File: config.mk
export PLATFORM = sky130hd
export DESIGN_NAME = dmem_lsu_ctrl
export DESIGN_NICKNAME = d
export VERILOG_FILES = /design/src/rtl/dmem_ctrl_pkg.sv /design/src/rtl/dmem_lane_align.sv /design/src/rtl/dmem_lsu_ctrl.sv
export SDC_FILE = /design/constraint.sdc
export NUM_CORES = 1
export LEC_CHECK = 0
export BUFFER_PORTS_ARGS = -buffer_cell sky130_fd_sc_hd__buf_2
export CAP_MARGIN = 40
export CORE_MARGIN = 8
export CORE_UTILIZATION = 52
export DETAILED_ROUTE_END_ITERATION = 8
export GPL_TIMING_DRIVEN = 0
export PLACE_DENSITY = 0.8
export SYNTH_ARGS = -nofsm -noshare
export SYNTH_HDL_FRONTEND = slang
export SYNTH_SLANG_ARGS = --single-unit
File: constraint.sdc
create_clock -name d_clk -period 2.6 [get_ports d_clk]
set_input_delay 0.26 -clock d_clk [delete_from_list [all_inputs] [get_ports d_clk]]
set_output_delay 0.26 -clock d_clk [all_outputs]
set_load 0.02 [all_outputs]
File: src/rtl/dmem_ctrl_pkg.sv
// Shared definitions for the RV32I load/store sequencer: funct3 encodings,
// FSM state encoding and the accept-time legality/alignment check.
package dmem_ctrl_pkg;

  localparam logic [2:0] F3_B  = 3'b000;
  localparam logic [2:0] F3_H  = 3'b001;
  localparam logic [2:0] F3_W  = 3'b010;
  localparam logic [2:0] F3_BU = 3'b100;
  localparam logic [2:0] F3_HU = 3'b101;

  typedef enum logic [2:0] {
    S_IDLE  = 3'd0,
    S_READ  = 3'd1,
    S_CAPT  = 3'd2,
    S_WRITE = 3'd3,
    S_RESP  = 3'd4,
    S_ERR   = 3'd5
  } lsu_state_e;

  // True when the op is a defined RV32I access and naturally aligned.
  // Unsigned variants exist only for loads.
  function automatic logic is_legal_aligned(input logic       we,
                                            input logic [2:0] funct3,
                                            input logic [1:0] addr_lo);
    logic ok;
    ok = 1'b0;
    case (funct3)
      F3_B:    ok = 1'b1;
      F3_H:    ok = ~addr_lo[0];
      F3_W:    ok = (addr_lo == 2'b00);
      F3_BU:   ok = ~we;
      F3_HU:   ok = ~we & ~addr_lo[0];
      default: ok = 1'b0;
    endcase
    return ok;
  endfunction

endpackage

File: src/rtl/dmem_lane_align.sv
// Byte-lane steering between a 32-bit memory word and the core:
// load path extracts and extends a lane, store path merges a lane into the
// word read back from memory (read-modify-write for SB/SH).
module dmem_lane_align
  import dmem_ctrl_pkg::*;
#(
  parameter int DATA_LEN = 32
) (
  input  logic [2:0]          funct3,
  input  logic [1:0]          addr_lo,
  input  logic [DATA_LEN-1:0] r_word,
  input  logic [DATA_LEN-1:0] wdata,
  output logic [DATA_LEN-1:0] load_data,
  output logic [DATA_LEN-1:0] merged_word
);

  logic [7:0]  byte_s;
  logic [15:0] half_s;

  // Pick the addressed byte and halfword lanes out of the read word.
  always_comb begin
    byte_s = r_word[{addr_lo, 3'b000} +: 8];
    if (addr_lo[1]) begin
      half_s = r_word[31:16];
    end else begin
      half_s = r_word[15:0];
    end
  end

  // Sign- or zero-extend the selected lane according to the load type.
  always_comb begin
    case (funct3)
      F3_B:    load_data = {{24{byte_s[7]}}, byte_s};
      F3_H:    load_data = {{16{half_s[15]}}, half_s};
      F3_BU:   load_data = {24'h000000, byte_s};
      F3_HU:   load_data = {16'h0000, half_s};
      default: load_data = r_word;
    endcase
  end

  // Overlay the store data onto the addressed lane of the read word.
  always_comb begin
    merged_word = r_word;
    case (funct3)
      F3_B: merged_word[{addr_lo, 3'b000} +: 8] = wdata[7:0];
      F3_H: begin
        if (addr_lo[1]) begin
          merged_word[31:16] = wdata[15:0];
        end else begin
          merged_word[15:0] = wdata[15:0];
        end
      end
      default: merged_word = wdata;
    endcase
  end

endmodule

File: src/rtl/dmem_lsu_ctrl.sv
// Load/store sequencer between the RV32I execute stage and a single-port,
// word-wide data memory with a registered read. One request in flight;
// sub-word stores are done as read-modify-write.
module dmem_lsu_ctrl
  import dmem_ctrl_pkg::*;
#(
  parameter int ADDR_W     = 32,
  parameter int MEM_ADDR_W = 10,
  parameter int DATA_LEN   = 32
) (
  input  logic                  d_clk,
  input  logic                  d_rst,
  input  logic                  req_valid,
  output logic                  req_ready,
  input  logic                  req_we,
  input  logic [2:0]            req_funct3,
  input  logic [ADDR_W-1:0]     req_addr,
  input  logic [DATA_LEN-1:0]   req_wdata,
  output logic                  rsp_valid,
  output logic [DATA_LEN-1:0]   rsp_rdata,
  output logic                  rsp_misalign,
  output logic                  mem_cs,
  output logic                  mem_rw_en,
  output logic [MEM_ADDR_W-1:0] mem_addr,
  output logic [DATA_LEN-1:0]   mem_w_data,
  input  logic [DATA_LEN-1:0]   mem_r_data
);

  lsu_state_e            state_q, state_d;
  logic                  we_q;
  logic [2:0]            funct3_q;
  logic [1:0]            addr_lo_q;
  logic [MEM_ADDR_W-1:0] waddr_q;
  logic [DATA_LEN-1:0]   wdata_q;
  logic [DATA_LEN-1:0]   rdata_q;
  logic [DATA_LEN-1:0]   load_data_s;
  logic [DATA_LEN-1:0]   merged_s;
  logic                  accept_s;
  logic                  unused_addr_s;

  // Address bits above the memory window alias; they are deliberately dropped.
  assign unused_addr_s = ^req_addr[ADDR_W-1:MEM_ADDR_W+2];
  assign accept_s      = req_valid & (state_q == S_IDLE);
  assign mem_addr      = waddr_q;

  dmem_lane_align #(.DATA_LEN(DATA_LEN)) u_lane_align (
    .funct3      (funct3_q),
    .addr_lo     (addr_lo_q),
    .r_word      (mem_r_data),
    .wdata       (wdata_q),
    .load_data   (load_data_s),
    .merged_word (merged_s)
  );

  // FSM state register; reset aborts any op before its write cycle.
  always_ff @(posedge d_clk or posedge d_rst) begin
    if (d_rst) begin
      state_q <= S_IDLE;
    end else begin
      state_q <= state_d;
    end
  end

  // Latch the request fields on the accepting edge.
  always_ff @(posedge d_clk or posedge d_rst) begin
    if (d_rst) begin
      we_q      <= 1'b0;
      funct3_q  <= 3'b000;
      addr_lo_q <= 2'b00;
      waddr_q   <= {MEM_ADDR_W{1'b0}};
      wdata_q   <= {DATA_LEN{1'b0}};
    end else if (accept_s) begin
      we_q      <= req_we;
      funct3_q  <= req_funct3;
      addr_lo_q <= req_addr[1:0];
      waddr_q   <= req_addr[MEM_ADDR_W+1:2];
      wdata_q   <= req_wdata;
    end
  end

  // In CAPT register either the extended load value or the merged store word.
  always_ff @(posedge d_clk or posedge d_rst) begin
    if (d_rst) begin
      rdata_q <= {DATA_LEN{1'b0}};
    end else if (state_q == S_CAPT) begin
      rdata_q <= we_q ? merged_s : load_data_s;
    end
  end

  // Next-state: bad ops go straight to ERR, SW skips the read phase.
  always_comb begin
    state_d = state_q;
    case (state_q)
      S_IDLE: begin
        if (req_valid) begin
          if (!is_legal_aligned(req_we, req_funct3, req_addr[1:0])) begin
            state_d = S_ERR;
          end else if (req_we && (req_funct3 == F3_W)) begin
            state_d = S_WRITE;
          end else begin
            state_d = S_READ;
          end
        end else begin
          state_d = S_IDLE;
        end
      end
      S_READ:  state_d = S_CAPT;
      S_CAPT:  state_d = we_q ? S_WRITE : S_RESP;
      S_WRITE: state_d = S_RESP;
      S_RESP:  state_d = S_IDLE;
      S_ERR:   state_d = S_IDLE;
      default: state_d = S_IDLE;
    endcase
  end

  // Moore outputs decoded from the current state.
  always_comb begin
    req_ready    = 1'b0;
    rsp_valid    = 1'b0;
    rsp_rdata    = {DATA_LEN{1'b0}};
    rsp_misalign = 1'b0;
    mem_cs       = 1'b0;
    mem_rw_en    = 1'b0;
    mem_w_data   = {DATA_LEN{1'b0}};
    case (state_q)
      S_IDLE: req_ready = 1'b1;
      S_READ: mem_cs = 1'b1;
      S_CAPT: mem_cs = 1'b0;
      S_WRITE: begin
        mem_cs    = 1'b1;
        mem_rw_en = 1'b1;
        if (funct3_q == F3_W) begin
          mem_w_data = wdata_q;
        end else begin
          mem_w_data = rdata_q;
        end
      end
      S_RESP: begin
        rsp_valid = 1'b1;
        if (we_q) begin
          rsp_rdata = {DATA_LEN{1'b0}};
        end else begin
          rsp_rdata = rdata_q;
        end
      end
      S_ERR: begin
        rsp_valid    = 1'b1;
        rsp_misalign = 1'b1;
      end
      default: req_ready = 1'b0;
    endcase
  end

endmodule

==> reports/summary.txt <==
====================================================================================
Outcome                                                                 complete, no violations
Worst min-delay path category                                                 in2reg
Largest clock skew in the final design                                     0.0119 ns
Final Total Pwr                                                              8.59 mW
Global placer's final weighted congestion                                      0.996
Initial cell density of the core                                               53.2%
Worst ir drop on vdd                                                        0.740 mV
Share of cells above drive strength 1                                          34.6%
Max-slew headroom at the worst pin                                             41.4%
Clk buf depth                                                                      2
Clk pwr share                                                                  13.4%
PD cells                                                                1220 nW/um^2
Root buffer cell                                                        sky130_fd_sc_hd__clkbuf_8
Number of clock buffers inserted by TritonCTS                                      9
Proportion of synthesized chip area in sequential cells                        36.2%
Critical-path maximum fanout                                                      10
Setup repair after global routing missed its margin                               no
Detail Route Antenna Nets                                                          0
Area growth from synthesis to final layout                                     22.7%
Vias per cell                                                                   6.44
Number of max-cap violations                                                       0
Share of the clock period used by the worst path after layout                  96.6%
Worst Path Arrival                                                           2.25 ns
Area share of the largest cell type after synthesis                            36.2%
Row count                                                                         38
Cell area after synthesis                                                 5740 sq um
Combinational fraction of design power                                         54.8%
Startpoint kind of the worst setup timing path                             flip-flop
Share of total power consumed by net switching                                 49.0%
Clk pin slew, worst setup/hold paths                                         0.09 ns
DRC                                                                                0
Detailed-routing iteration count for the pre-antenna-repair pass                   7
Main synth FF type                                                      sky130_fd_sc_hd__dfrtp_1
Number of antenna violations at the first check in global routing                  0
Crit path time final                                                         2.51 ns
Synth warnings                                                                     0
Highest clock frequency the design can meet                                0.398 GHz
Level count of the clock H-tree                                                    3
Maximum number of pins on one net before global-route repair                      44
Proportion of synthesized flip-flops having asynchronous set or reset           100%
Number of enable flip-flop cells after synthesis                                   0
TritonCTS clock tree                                                            done
Number of placed I/O pins                                                        182
Sink Count                                                                        83
Slew of the pin with the lowest slew margin                                 0.854 ns
Count of vias placed by the detailed router                                    6,289
Number of distinct library cells after synthesis                                  61
Net total in the final layout                                                    939
Req. time, crit path                                                         2.34 ns
Buffers plus inverters on the worst setup path                                     4
Crit-path leading delay family                                          buffers and inverters
Number of fillers in the final layout                                            909
Post-route worst hold slack                                                 0.105 ns
Count of buffers added by post-CTS timing repair for setup                         0
Overall global routing resource usage                                          32.1%
Post-synth net total                                                             764
Die Footprint                                                           14,600 sq um
Max incr delay on CP                                                         0.36 ns
Per-cell routed wire length                                             24.4 microns
Setup CP Type                                                                reg2out
Sequential group share of total power                                          31.9%
Final-report hold violation count                                                  0
Critical-path cell list                                                 buf_2, and2b_1, nor3b_1, buf_2, buf_1, and2_1, buf_2
Aggregate global routing overflow                                                  0
Initial detailed-routing violation count                                         802
Final setup TNS                                                                 0 ns
Net switching power                                                          4.21 mW
Vias in the first global route                                                 6,342
Internal power of the cells                                                  4.39 mW
Final-report max-slew violation count                                              0
Top area cells in the synthesized netlist                               sky130_fd_sc_hd__dfrtp_1 36%, sky130_fd_sc_hd__mux2_2 11%, sky130_fd_sc_hd__a21oi_1 6.5%
Global-route wire length before repair                                  36,200 microns
Post-DP HPWL                                                            18,300 microns
Mean cell area of the mapped netlist                                      8.75 sq um
Die H                                                                    121 microns
Final setup fails                                                                  0
Number of storage elements in the synthesis netlist                               83
Port Buffers                                                                     161
Leakage Power                                                                3.35 nW
Die X-Extent                                                             121 microns
Slowest cell on the critical path                                       sky130_fd_sc_hd__dfrtp_1
Clk Latency, worst-skew pair                                                 0.38 ns
Top cell by count, worst path                                           sky130_fd_sc_hd__buf_2
Total routed wirelength                                                 23,800 microns
CP Capture Type                                                         primary output
Count of mapped cells out of synthesis                                           656
Core footprint                                                          10,800 sq um
Synth area leader                                                       sky130_fd_sc_hd__dfrtp_1
Ant diodes                                                                         0
====================================================================================
power groups by stage:
| stage | clock, mW | combinational (mW) | sequential [mW] |
|---|---|---|---|
| after global placement | 0 | 4.42 | 2.67 |
| after floorplan | 0 | 3.10 | 2.46 |
| after detailed placement | 0 | 4.54 | 2.71 |
| final | 1.15 | 4.71 | 2.74 |
| after CTS | 1.15 | 4.59 | 2.68 |
| after global routing | 1.20 | 5.01 | 2.79 |
metal layers:
layer,part of all wire (%),global-route usage (%),vias to the layer above
li1,-,-,2760
met1,40,41.2,3052
met2,47,51.3,402
met3,9.2,5.21,75
met4,4.3,16.5,0
met5,0,0,-
worst register-to-register path: stages (launching register included):
cell and delay [ns]:
sky130_fd_sc_hd__dfrtp_2 0.47, sky130_fd_sc_hd__buf_4 0.20, sky130_fd_sc_hd__inv_1 0.17, sky130_fd_sc_hd__buf_6 0.20, sky130_fd_sc_hd__ha_1 0.29, sky130_fd_sc_hd__and3b_1 0.30
sky130_fd_sc_hd__a31o_2 0.29, sky130_fd_sc_hd__a221oi_1 0.29, sky130_fd_sc_hd__o22ai_1 0.14
flip-flops by register name, summed over array words and instances (netlist names):
name       count
rdata_q       32
wdata_q       32
mem_addr      10
funct3_q       3
state_q        3
addr_lo_q      2
we_q           1
logic make-up (layout without fill, tap and decap cells):
group / Yosys count / count (layout) / share of synthesized area, %
AND/OR/NAND/NOR: 264 / 264 / 25.0
flip-flops: 83 / 83 / 36.2
buffers and inverters: 62 / 242 / 4.82
AO/OA/AOI/OAI: 181 / 181 / 20.8
adder cells (fa/ha/maj): 5 / 5 / 1.09
multiplexers: 61 / 61 / 12.1
layout by cell type (no fill, tap or decap), types with 5 or more instances in the layout:
| master | synthesis | routed |
|---|---|---|
| sky130_fd_sc_hd__a211o_1 | 8 | 8 |
| sky130_fd_sc_hd__a21o_1 | 15 | 15 |
| sky130_fd_sc_hd__a21oi_1 | 75 | 75 |
| sky130_fd_sc_hd__a221o_1 | 6 | 6 |
| sky130_fd_sc_hd__a22oi_1 | 6 | 6 |
| sky130_fd_sc_hd__a31oi_1 | 7 | 7 |
| sky130_fd_sc_hd__and2_1 | 33 | 33 |
| sky130_fd_sc_hd__and3_1 | 14 | 14 |
| sky130_fd_sc_hd__and3b_1 | 8 | 8 |
| sky130_fd_sc_hd__buf_2 | 15 | 175 |
| sky130_fd_sc_hd__buf_4 | 4 | 5 |
| sky130_fd_sc_hd__clkbuf_1 | 30 | 20 |
| sky130_fd_sc_hd__clkbuf_2 | 2 | 8 |
| sky130_fd_sc_hd__clkbuf_8 | 0 | 9 |
| sky130_fd_sc_hd__dfrtp_1 | 83 | 81 |
| sky130_fd_sc_hd__ha_1 | 5 | 5 |
| sky130_fd_sc_hd__inv_1 | 8 | 7 |
| sky130_fd_sc_hd__mux2_2 | 58 | 58 |
| sky130_fd_sc_hd__nand2_1 | 100 | 100 |
| sky130_fd_sc_hd__nand3_1 | 35 | 35 |
| sky130_fd_sc_hd__nand4_1 | 18 | 18 |
| sky130_fd_sc_hd__nor2_1 | 10 | 10 |
| sky130_fd_sc_hd__nor2b_1 | 11 | 11 |
| sky130_fd_sc_hd__o21ai_0 | 21 | 21 |
| sky130_fd_sc_hd__o221ai_1 | 7 | 7 |
| sky130_fd_sc_hd__o22ai_1 | 9 | 9 |
| sky130_fd_sc_hd__or3_1 | 7 | 7 |
cell usage after synthesis, types with 8 or more instances:
cell and instances:
sky130_fd_sc_hd__dfrtp_1 83, sky130_fd_sc_hd__clkbuf_1 30, sky130_fd_sc_hd__nand2_1 100, sky130_fd_sc_hd__a21o_1 15, sky130_fd_sc_hd__a211o_1 8, sky130_fd_sc_hd__buf_2 15
sky130_fd_sc_hd__nand4_1 18, sky130_fd_sc_hd__nor2b_1 11, sky130_fd_sc_hd__and3_1 14, sky130_fd_sc_hd__nand3_1 35, sky130_fd_sc_hd__mux2_2 58, sky130_fd_sc_hd__and2_1 33
sky130_fd_sc_hd__o22ai_1 9, sky130_fd_sc_hd__a21oi_1 75, sky130_fd_sc_hd__nor2_1 10, sky130_fd_sc_hd__inv_1 8, sky130_fd_sc_hd__o21ai_0 21, sky130_fd_sc_hd__and3b_1 8
path summary, 6_finish.rpt:
path / start / endpoint / slack, ns / cells after the start
setup reg to reg: addr_lo_q[1] / rdata_q[11] / 0.12 / 8
min in group asynchronous: d_rst / wdata_q[21] / 0.49 / 3
max in group asynchronous: d_rst / addr_lo_q[0] / 1.48 / 4
hold / removal: req_addr[1] / addr_lo_q[1] / 0.10 / 3
hold reg to reg: mem_addr[8] / mem_addr[8] / 0.51 / 1
setup / recovery: state_q[1] / rsp_rdata[7] / 0.09 / 7
metrics by stage:
stage	instance area (sq um)	worst slack [ns]	std cells	utilization (%)
after floorplan	5740	0.203	656	-
after global placement	6720	-0.735	957	62.2
after detailed placement	6750	-0.287	960	62.5
after CTS	7020	0.00384	977	65.1
after global routing	7040	0.000365	976	65.2
final	7040	0.0892	976	65.2
timing repair:
| action | in CTS | in global routing |
|---|---|---|
| endpoints found under the setup margin | 62 | 34 |
| hold endpoints to repair | 42 | 0 |
| pin swaps | 0 | 0 |
| resized for setup | 12 | 13 |
| hold buffers | 1 | 0 |
final cells by class:
| class | count | area, sq um | area share, % |
|---|---|---|---|
| sequential | 83 | 2080 | 29.5 |
| clock inverter | 6 | 113 | 1.60 |
| tap | 140 | 175 | 2.49 |
| buffer | 53 | 273 | 3.87 |
| inverter | 8 | 32.5 | 0.462 |
| timing repair buffer | 165 | 846 | 12.0 |
| clock buffer | 10 | 128 | 1.81 |
| multi-input combinational | 511 | 3390 | 48.2 |
Note: power is estimated with default switching activity, not from simulation.
